File: config.mk
export PLATFORM = sky130hd
export DESIGN_NAME = dma_hold_master_flat
export DESIGN_NICKNAME = d
export VERILOG_FILES = /design/src/rtl/dma_hold_master_if.sv /design/src/rtl/dma_hold_master.sv /design/src/flat_wrapper.sv
export SDC_FILE = /design/constraint.sdc
export NUM_CORES = 1
export LEC_CHECK = 0
export ABC_AREA = 0
export CAP_MARGIN = 10
export CORE_ASPECT_RATIO = 1.75
export CORE_UTILIZATION = 58
export DETAILED_ROUTE_END_ITERATION = 12
export GPL_ROUTABILITY_DRIVEN = 1
export GPL_TIMING_DRIVEN = 0
export PLACE_DENSITY = 0.86
export SYNTH_ARGS = -nofsm -noshare
export SYNTH_HDL_FRONTEND = slang
export SYNTH_SLANG_ARGS = --single-unit
File: constraint.sdc
create_clock -name clk -period 6.9 [get_ports clk]
set_clock_uncertainty 0.15 [all_clocks]
set_input_delay 1.035 -clock clk [delete_from_list [all_inputs] [get_ports clk]]
set_output_delay 1.035 -clock clk [all_outputs]
set_load 0.01 [all_outputs]
File: src/rtl/dma_hold_master_if.sv
// dma_hold_master_if: CPU register window, hold/holdACK handshake and data-memory port of the DMA master
interface dma_hold_master_if;
  logic        we;
  logic [4:0]  addr;
  logic [31:0] dataIn;
  logic        holdACK;
  logic        hold;
  logic        dm_we;
  logic [31:0] dm_addr;
  logic [31:0] dm_wd;
  logic [31:0] dm_rd;
  logic        busy;
  logic        done;
  logic        irq;
  modport master (input we, addr, dataIn, holdACK, dm_rd, output hold, dm_we, dm_addr, dm_wd, busy, done, irq);
  modport slave (output we, addr, dataIn, holdACK, dm_rd, input hold, dm_we, dm_addr, dm_wd, busy, done, irq);
endinterface

File: src/rtl/dma_hold_master.sv
// dma_hold_master: hold/holdACK bus master copying CNT words from SRC to DST in bursts of up to MAX_BURST
module dma_hold_master #(
  parameter int         MAX_BURST = 8,
  parameter logic [4:0] BASE_ADDR = 5'b11000
) (
  input logic           clk,
  input logic           rst,
  dma_hold_master_if.master bus
);
  typedef enum logic [2:0] {IDLE, REQ, RD, WR, REL} st_t;
  localparam int BW = $clog2(MAX_BURST + 1);
  st_t         st_q, st_d;
  logic [31:0] src_q, src_d, dst_q, dst_d, cnt_q, cnt_d, addr_q, addr_d, wd_q, wd_d;
  logic [BW-1:0] burst_q, burst_d;
  logic        ien_q, ien_d, done_q, done_d;
  logic [4:0]  off;
  logic        win, ctrl;
  assign off  = bus.addr - BASE_ADDR;
  assign win  = bus.we && off < 5'd4;
  assign ctrl = win && off == 5'd3;
  always_comb begin
    st_d    = st_q;
    src_d   = src_q;
    dst_d   = dst_q;
    cnt_d   = cnt_q;
    burst_d = burst_q;
    ien_d   = ctrl ? bus.dataIn[2] : ien_q;
    done_d  = ctrl && bus.dataIn[1] ? 1'b0 : done_q;
    if (win && st_q == IDLE) begin
      src_d = off == 5'd0 ? {bus.dataIn[31:2], 2'b00} : src_q;
      dst_d = off == 5'd1 ? {bus.dataIn[31:2], 2'b00} : dst_q;
      cnt_d = off == 5'd2 ? bus.dataIn : cnt_q;
    end
    case (st_q)
      IDLE: if (ctrl && bus.dataIn[0]) begin
        done_d  = 1'b1;
        if (cnt_q != 32'd0) begin
          done_d  = 1'b0;
          burst_d = '0;
          st_d    = REQ;
        end
      end
      REQ: st_d = bus.holdACK ? RD : REQ;
      RD:  st_d = bus.holdACK ? WR : REQ;
      WR: if (bus.holdACK) begin
        src_d   = src_q + 32'd4;
        dst_d   = dst_q + 32'd4;
        cnt_d   = cnt_q - 32'd1;
        burst_d = burst_q + 1'b1;
        done_d  = cnt_q == 32'd1 ? 1'b1 : done_d;
        st_d    = cnt_q == 32'd1 || burst_d == BW'(MAX_BURST) ? REL : RD;
      end else begin
        st_d = REQ;
      end
      REL: if (!bus.holdACK) begin
        st_d    = cnt_q == 32'd0 ? IDLE : REQ;
        burst_d = '0;
      end
      default: st_d = IDLE;
    endcase
    // Address and data are registered one cycle ahead so they are stable for the whole RD/WR cycle
    addr_d = st_d == RD ? src_d : st_d == WR ? dst_q : addr_q;
    wd_d   = st_d == WR ? bus.dm_rd : wd_q;
  end
  always_ff @(posedge clk) begin
    if (rst) begin
      st_q    <= IDLE;
      src_q   <= '0;
      dst_q   <= '0;
      cnt_q   <= '0;
      burst_q <= '0;
      ien_q   <= 1'b0;
      done_q  <= 1'b0;
      addr_q  <= '0;
      wd_q    <= '0;
    end else begin
      st_q    <= st_d;
      src_q   <= src_d;
      dst_q   <= dst_d;
      cnt_q   <= cnt_d;
      burst_q <= burst_d;
      ien_q   <= ien_d;
      done_q  <= done_d;
      addr_q  <= addr_d;
      wd_q    <= wd_d;
    end
  end
  assign bus.hold    = st_q == REQ || st_q == RD || st_q == WR;
  // A write only lands while the grant is still held this cycle
  assign bus.dm_we   = st_q == WR && bus.holdACK;
  assign bus.dm_addr = addr_q;
  assign bus.dm_wd   = wd_q;
  assign bus.busy    = st_q != IDLE;
  assign bus.done    = done_q;
  assign bus.irq     = done_q & ien_q;
endmodule

File: src/flat_wrapper.sv
// flat-port wrapper written by rule: the top's interface ports become plain ports
module dma_hold_master_flat 
#(
  parameter int         MAX_BURST = 8,
  parameter logic [4:0] BASE_ADDR = 5'b11000
)
  (clk, rst, bus_we, bus_addr, bus_dataIn, bus_holdACK, bus_dm_rd, bus_hold, bus_dm_we, bus_dm_addr, bus_dm_wd, bus_busy, bus_done, bus_irq);
  dma_hold_master_if bus_i ();
  input logic clk;
  input logic rst;
  input wire logic [$bits(bus_i.we)-1:0] bus_we;
  input wire logic [$bits(bus_i.addr)-1:0] bus_addr;
  input wire logic [$bits(bus_i.dataIn)-1:0] bus_dataIn;
  input wire logic [$bits(bus_i.holdACK)-1:0] bus_holdACK;
  input wire logic [$bits(bus_i.dm_rd)-1:0] bus_dm_rd;
  output wire logic [$bits(bus_i.hold)-1:0] bus_hold;
  output wire logic [$bits(bus_i.dm_we)-1:0] bus_dm_we;
  output wire logic [$bits(bus_i.dm_addr)-1:0] bus_dm_addr;
  output wire logic [$bits(bus_i.dm_wd)-1:0] bus_dm_wd;
  output wire logic [$bits(bus_i.busy)-1:0] bus_busy;
  output wire logic [$bits(bus_i.done)-1:0] bus_done;
  output wire logic [$bits(bus_i.irq)-1:0] bus_irq;
  assign bus_i.we = bus_we;
  assign bus_i.addr = bus_addr;
  assign bus_i.dataIn = bus_dataIn;
  assign bus_i.holdACK = bus_holdACK;
  assign bus_i.dm_rd = bus_dm_rd;
  assign bus_hold = bus_i.hold;
  assign bus_dm_we = bus_i.dm_we;
  assign bus_dm_addr = bus_i.dm_addr;
  assign bus_dm_wd = bus_i.dm_wd;
  assign bus_busy = bus_i.busy;
  assign bus_done = bus_i.done;
  assign bus_irq = bus_i.irq;
  dma_hold_master #(.MAX_BURST(MAX_BURST), .BASE_ADDR(BASE_ADDR)) u_core (.clk(clk), .rst(rst), .bus(bus_i));
endmodule
==> run metrics, run 1 <==
hold_sp u_core.bus.dm_wd[29]; vias in the first global route 9790; register area share after synthesis 38.8%; # setup viols final 0; Starting Density 59.1%; dpl hpwl 25900 um; Setup CP Type in2out; Detailed Route Iter0 Violations 1048; Final Hold Viols 0; Final min period 5.81 ns; CP Data Arrival Time 4.63 ns; Slowest cell on crit path clkdlybuf4s50_1; clk sinks 169; leakage power 0.00369 uW; status complete, no violations; RSZ-0062 raised after global routing no; Via Count 10100; reg2reg start u_core.st_q[2]; final count of pins violating max slew 0; Clock transition at path regs 0.08 ns; Synth Flop Type dfxtp_1; Avg WL per Cell 24.1 um; Vias/cell 6.95; clock root buffer clkbuf_16; total grt overflow 0; drt first pass iters 8; Fmax 0.172 GHz; H-tree lvl count 4; Worst Path Max Fanout 10; initial antenna violation count 0; row count 59; Mapped Cells 1103; Peak VDD IR 167 uV; GP Congestion 1.00; antenna viol nets, final 0; Largest delay share family, worst path buffers and inverters; Avg Inst Size Synth 7.91 sq um; nets@finish 1342; Setup Buffers After CTS 0; CTS tree yes; mapped cell area 0.00873 sq mm; DP Area 0.0104 sq mm; YS warnings 0; Worst-Margin Slew 1.11 ns; Hold Crit Class reg2reg; max incr delay on CP 0.67 ns; Ant. Diodes 0; Reg area 0.00338 sq mm; Yosys cell types 73; Syn Nets 1183; max_cap viols 0; largest net degree at the start of global routing 17; IO Pins 142; Routed WL 35200 um; gr usage total 46.4%; Synth area leaders dfxtp_1 39%, a21oi_1 6.4%, o21ai_0 4.8%; WP buf/inv 5; Clk Latency, worst-skew pair 0.43 ns; Die Ht 164 um; critical path launch point bus_holdACK; Final period util 84.2%; Cell Chain, Critical Path clkdlybuf4s50_1 > nand4b_1 > inv_1 > clkbuf_1 > clkbuf_1 > clkdlybuf4s50_1; worst relative slew slack 26.0%; first-pass GRT wire length 53200 um; Sum Neg Setup Slack 0 ns; CP required 5.71 ns; Startpoint Class input port; fin area 0.0110 sq mm; Pwr Density 194 mW/mm^2; core box area 0.0148 sq mm; share of layout cells above drive strength 1 6.12%; Max clock buf depth 2; top cell type's share of synthesized area 38.8%; share of flip-flops with an asynchronous set or reset 0%; multi-input logic area 0.00490 sq mm; hold_buf cts 0; post_cts resized 0; EDFF count, synth 0; top cell type by total area after synthesis dfxtp_1; total die area 0.0156 sq mm; Die Wd 94.7 um; fillcell total 1191; register bit total from synthesis 169; Setup crit end kind output port; Port Buffers 140; DRC errors left 0; total CTS buffers 17; Synth-to-Final Area Change 25.9%
-- worst paths after layout --
path                            slack [ns]              endpoint  cells past startpoint
worst min-delay path                  0.33  u_core.bus.dm_wd[29]                      2
worst max register to register        2.80      u_core.cnt_q[16]                      8
worst min register to register        0.33  u_core.bus.dm_wd[29]                      2
worst max-delay path                  1.09             bus_dm_we                      6
-- logic make-up (layout without fill, tap and decap cells) --
group / after synthesis / in the layout / share of synthesized area [%]
flops: 169 / 169 / 38.8
simple gates: 462 / 462 / 27.9
xor+xnor: 2 / 2 / 0.201
buf+inv: 105 / 276 / 5.15
mux: 9 / 9 / 1.09
fa+ha+maj: 7 / 7 / 1.00
compound gates: 349 / 349 / 25.9
-- layer usage --
layer / GRT usage, % / wire (um) / vias to the layer above
li1: - / - / 4493
met4: 40.4 / 3420 / 0
met3: 14.3 / 3540 / 233
met5: 0 / 0 / -
met2: 75.4 / 16600 / 688
met1: 47.3 / 11600 / 4714
-- state kept, by name, summed over array words and instances (netlist names) --
signal / flops
u_core.dst_q: 32
u_core.src_q: 32
u_core.burst_q: 4
u_core.st_q: 3
u_core.bus.done: 1
u_core.ien_q: 1
u_core.bus.dm_wd: 32
u_core.bus.dm_addr: 32
u_core.cnt_q: 32
-- Yosys cell counts, types with 6 or more instances --
cell	number
nor4_1	19
nand4_1	23
or3_1	12
o311ai_0	10
dfxtp_1	169
and2_1	13
and4_1	15
a22oi_1	10
nor3_1	39
o21ai_0	84
a32oi_1	9
ha_1	7
a311oi_1	25
a211oi_1	19
buf_2	14
and3_1	30
a31oi_1	16
buf_1	6
nand2_1	96
a211o_1	6
a21oi_1	111
inv_1	18
nor2_1	98
or4_1	9
nand3_1	79
clkbuf_1	61
o211ai_1	14
-- power breakdown --
part	total (uW)	switching [uW]	leakage (uW)	internal, uW
Clock	1040	450	0.000306	591
Combinational	107	60.5	0.00203	46.7
Sequential	979	2.33	0.00136	976
Total	2130	513	0.00369	1610
-- layout make-up --
class                      instances  share of cell area, %
timing repair buffer             140                   12.8
buffer                            87                   3.47
sequential                       169                   30.8
inverter                          18                  0.615
clock buffer                      18                   4.00
clock inverter                    13                   1.66
tap                              183                   2.08
multi-input combinational        829                   44.6
-- worst register-to-register path, stage by stage (launching register included) --
cell	delay, ns
dfxtp_1	0.32
buf_2	0.18
nand4b_1	0.63
inv_1	0.45
clkbuf_1	0.65
buf_1	0.78
nor2_1	0.44
o21ai_0	0.25
a31oi_1	0.09
-- through the flow --
step | hold slack [ns] | worst slack (ns) | util, % | cells | power [uW]
2_1_floorplan | 0.294 | 3.65 | - | 1103 | 1030
3_3_place_gp | 0.306 | 1.39 | 70.2 | 1426 | 1100
3_5_place_dp | 0.315 | 1.46 | 70.2 | 1426 | 1100
4_1_cts | 0.327 | 1.40 | 74.4 | 1457 | 2110
5_1_grt | 0.349 | 1.17 | 74.4 | 1457 | 2160
6_report | 0.328 | 1.09 | 74.4 | 1457 | 2130
-- placed cells by master (no fill, tap or decap), types with 25 or more instances in the layout --
cell type          n
clkdlybuf4s50_1  140
and3_1            30
nor2_1            98
clkbuf_1          61
dfxtp_1          169
nor3_1            39
a21oi_1          111
a311oi_1          25
nand2_1           96
nand3_1           79
o21ai_0           84
No activity file was read; power rests on OpenSTA's default activity.
==> run 2, diff against run 1 <==
--- a/config.mk
+++ b/config.mk
@@ -8,11 +8,11 @@
 export ABC_AREA = 0
 export CAP_MARGIN = 10
 export CORE_ASPECT_RATIO = 1.75
-export CORE_UTILIZATION = 58
+export CORE_UTILIZATION = 49
 export DETAILED_ROUTE_END_ITERATION = 12
 export GPL_ROUTABILITY_DRIVEN = 1
 export GPL_TIMING_DRIVEN = 0
-export PLACE_DENSITY = 0.86
+export PLACE_DENSITY = 0.77
 export SYNTH_ARGS = -nofsm -noshare
 export SYNTH_HDL_FRONTEND = slang
 export SYNTH_SLANG_ARGS = --single-unit
==> constraint.sdc (replaced) <==
create_clock -name clk -period 5 [get_ports clk]
set_clock_uncertainty 0.15 [all_clocks]
set_input_delay 0.75 -clock clk [delete_from_list [all_inputs] [get_ports clk]]
set_output_delay 0.75 -clock clk [all_outputs]
set_load 0.01 [all_outputs]
==> run 2 against run 1 <==
  * Via count decreased by 2.0%
  * Highest routed layer unchanged
  * Combinational power increased by 38%
  * Register-to-register slack got worse by 1.5 ns
  * Worst setup slack got worse by 1.1 ns
  * Power increased by 36%
==> run metrics, run 2 (synthesis results as in run 1) <==
# setup viols final 0; CTS tree yes; Max clock buf depth 2; Die Ht 179 um; hold_ws 0.325 ns; total die area 0.0184 sq mm; Vias/cell 6.59; clk sinks 169; Util after Layout 63.2%; initial antenna violation count 1; RSZ-0062 raised after global routing no; post_cts resized 0; total grt overflow 0; Slowest cell on crit path clkdlybuf4s50_1; CP Data Arrival Time 4.10 ns; DRC errors left 0; Starting Density 50.0%; Final Hold Viols 0; antenna viol nets, final 0; largest net degree at the start of global routing 17; gr usage total 38.6%; Final period util 100%; vias in the first global route 9682; CP required 4.10 ns; Detailed Route Iter0 Violations 871; Final min period 5.00 ns; H-tree lvl count 4; dpl hpwl 25400 um; Port Buffers 140; Ant. Diodes 0; share of layout cells above drive strength 1 6.19%; Via Count 9928; status complete, no violations; Avg WL per Cell 22.8 um; most frequent cells in the layout 169 x dfxtp_1, 140 x clkdlybuf4s50_1, 111 x a21oi_1; Setup CP Type in2out; Pwr Density 262 mW/mm^2; commonest non-fill, non-tap cell in the layout dfxtp_1; Worst-Margin Slew 1.02 ns; row count 64; R2R depth 8; Sum Neg Setup Slack 0 ns; Die Wd 103 um; core box area 0.0175 sq mm; hold depth 2; Clk Latency, worst-skew pair 0.44 ns; nets@finish 1343; Worst Path Max Fanout 10; hold_buf cts 0; CP Depth 6; drt first pass iters 6; max incr delay on CP 0.67 ns; Routed WL 34300 um; Setup crit end kind output port; Startpoint Class input port; Peak VDD IR 180 uV; Hold Crit Class reg2reg; WP buf/inv 5; total CTS buffers 17; IO Pins 142; Synth-to-Final Area Change 26.4%; max_cap viols 0; Fmax 0.200 GHz; clock root buffer clkbuf_16; Setup Buffers After CTS 0; final count of pins violating max slew 0; Largest delay share family, worst path buffers and inverters; GP Congestion 1.00; Clock transition at path regs 0.07 ns; worst relative slew slack 31.4%; first-pass GRT wire length 52300 um; leakage power 0.00368 uW; Cell Chain, Critical Path clkdlybuf4s50_1 > nand4b_1 > inv_1 > clkbuf_1 > clkbuf_1 > clkdlybuf4s50_1; fillcell total 1621
## run 2: cell count changes in the layout (fill, tap and decap cells not counted)
cell        change
clkinvlp_4      +3
inv_8           -2
bufinv_16       -1
clkbuf_2        +1
clkbuf_8        +1
clkinv_4        -1
inv_6           +1
nor4_1          +1
nor4_2          -1
## run 2: cell type report
cell class,instances,area [sq um],share of cell area [%]
clock inverters,13,153,1.38
flip-flops and latches,169,3380,30.7
clock buffers,19,453,4.11
multi-input cells,829,4900,44.4
inverters,18,67.6,0.613
plain buffers,87,382,3.46
well taps,231,289,2.62
repair buffers,141,1410,12.7
## run 2: through the flow
stage                     std cells  worst slack (ns)  power, uW  area [sq um]
final                          1507           0.00222       2890         11000
after global routing           1507            0.0126       2950         11000
after CTS                      1506             0.140       2880         11000
after detailed placement       1474             0.137       1520         10400
after global placement         1474             0.127       1520         10400
after floorplan                1103              2.04       1420          8730
## run 2: worst reg2reg max path, cell delays in order, from the launching register on
cell      delay, ns
dfxtp_1        0.33
buf_2          0.18
nand4b_1       0.51
inv_1          0.37
clkbuf_1       0.59
buf_1          0.68
nor2_1         0.34
o21ai_0        0.29
a21oi_1        0.09
## run 2: power by group
group	switching [uW]	internal [uW]
logic	83.4	64.4
registers	3.10	1350
clock network	622	775
total	708	2190
## run 2: per-layer routing
metal  up-vias  GRT usage, %  routed length, um  share of wire [%]
li1       4493             -                  -                  -
met4         0          31.5               3040                8.9
met1      4641          40.5              11800                 34
met5         -             0                  0                  0
met2       592          63.3              16400                 48
met3       202          10.6               3120                9.1
## run 2: worst paths after layout
kind                        startpoint              endpoint  slack, ns
setup / recovery           bus_holdACK             bus_dm_we      0.002
hold reg to reg   u_core.bus.dm_wd[17]  u_core.bus.dm_wd[17]       0.32
hold / removal    u_core.bus.dm_wd[17]  u_core.bus.dm_wd[17]       0.32
setup reg to reg        u_core.st_q[2]      u_core.cnt_q[22]       1.32
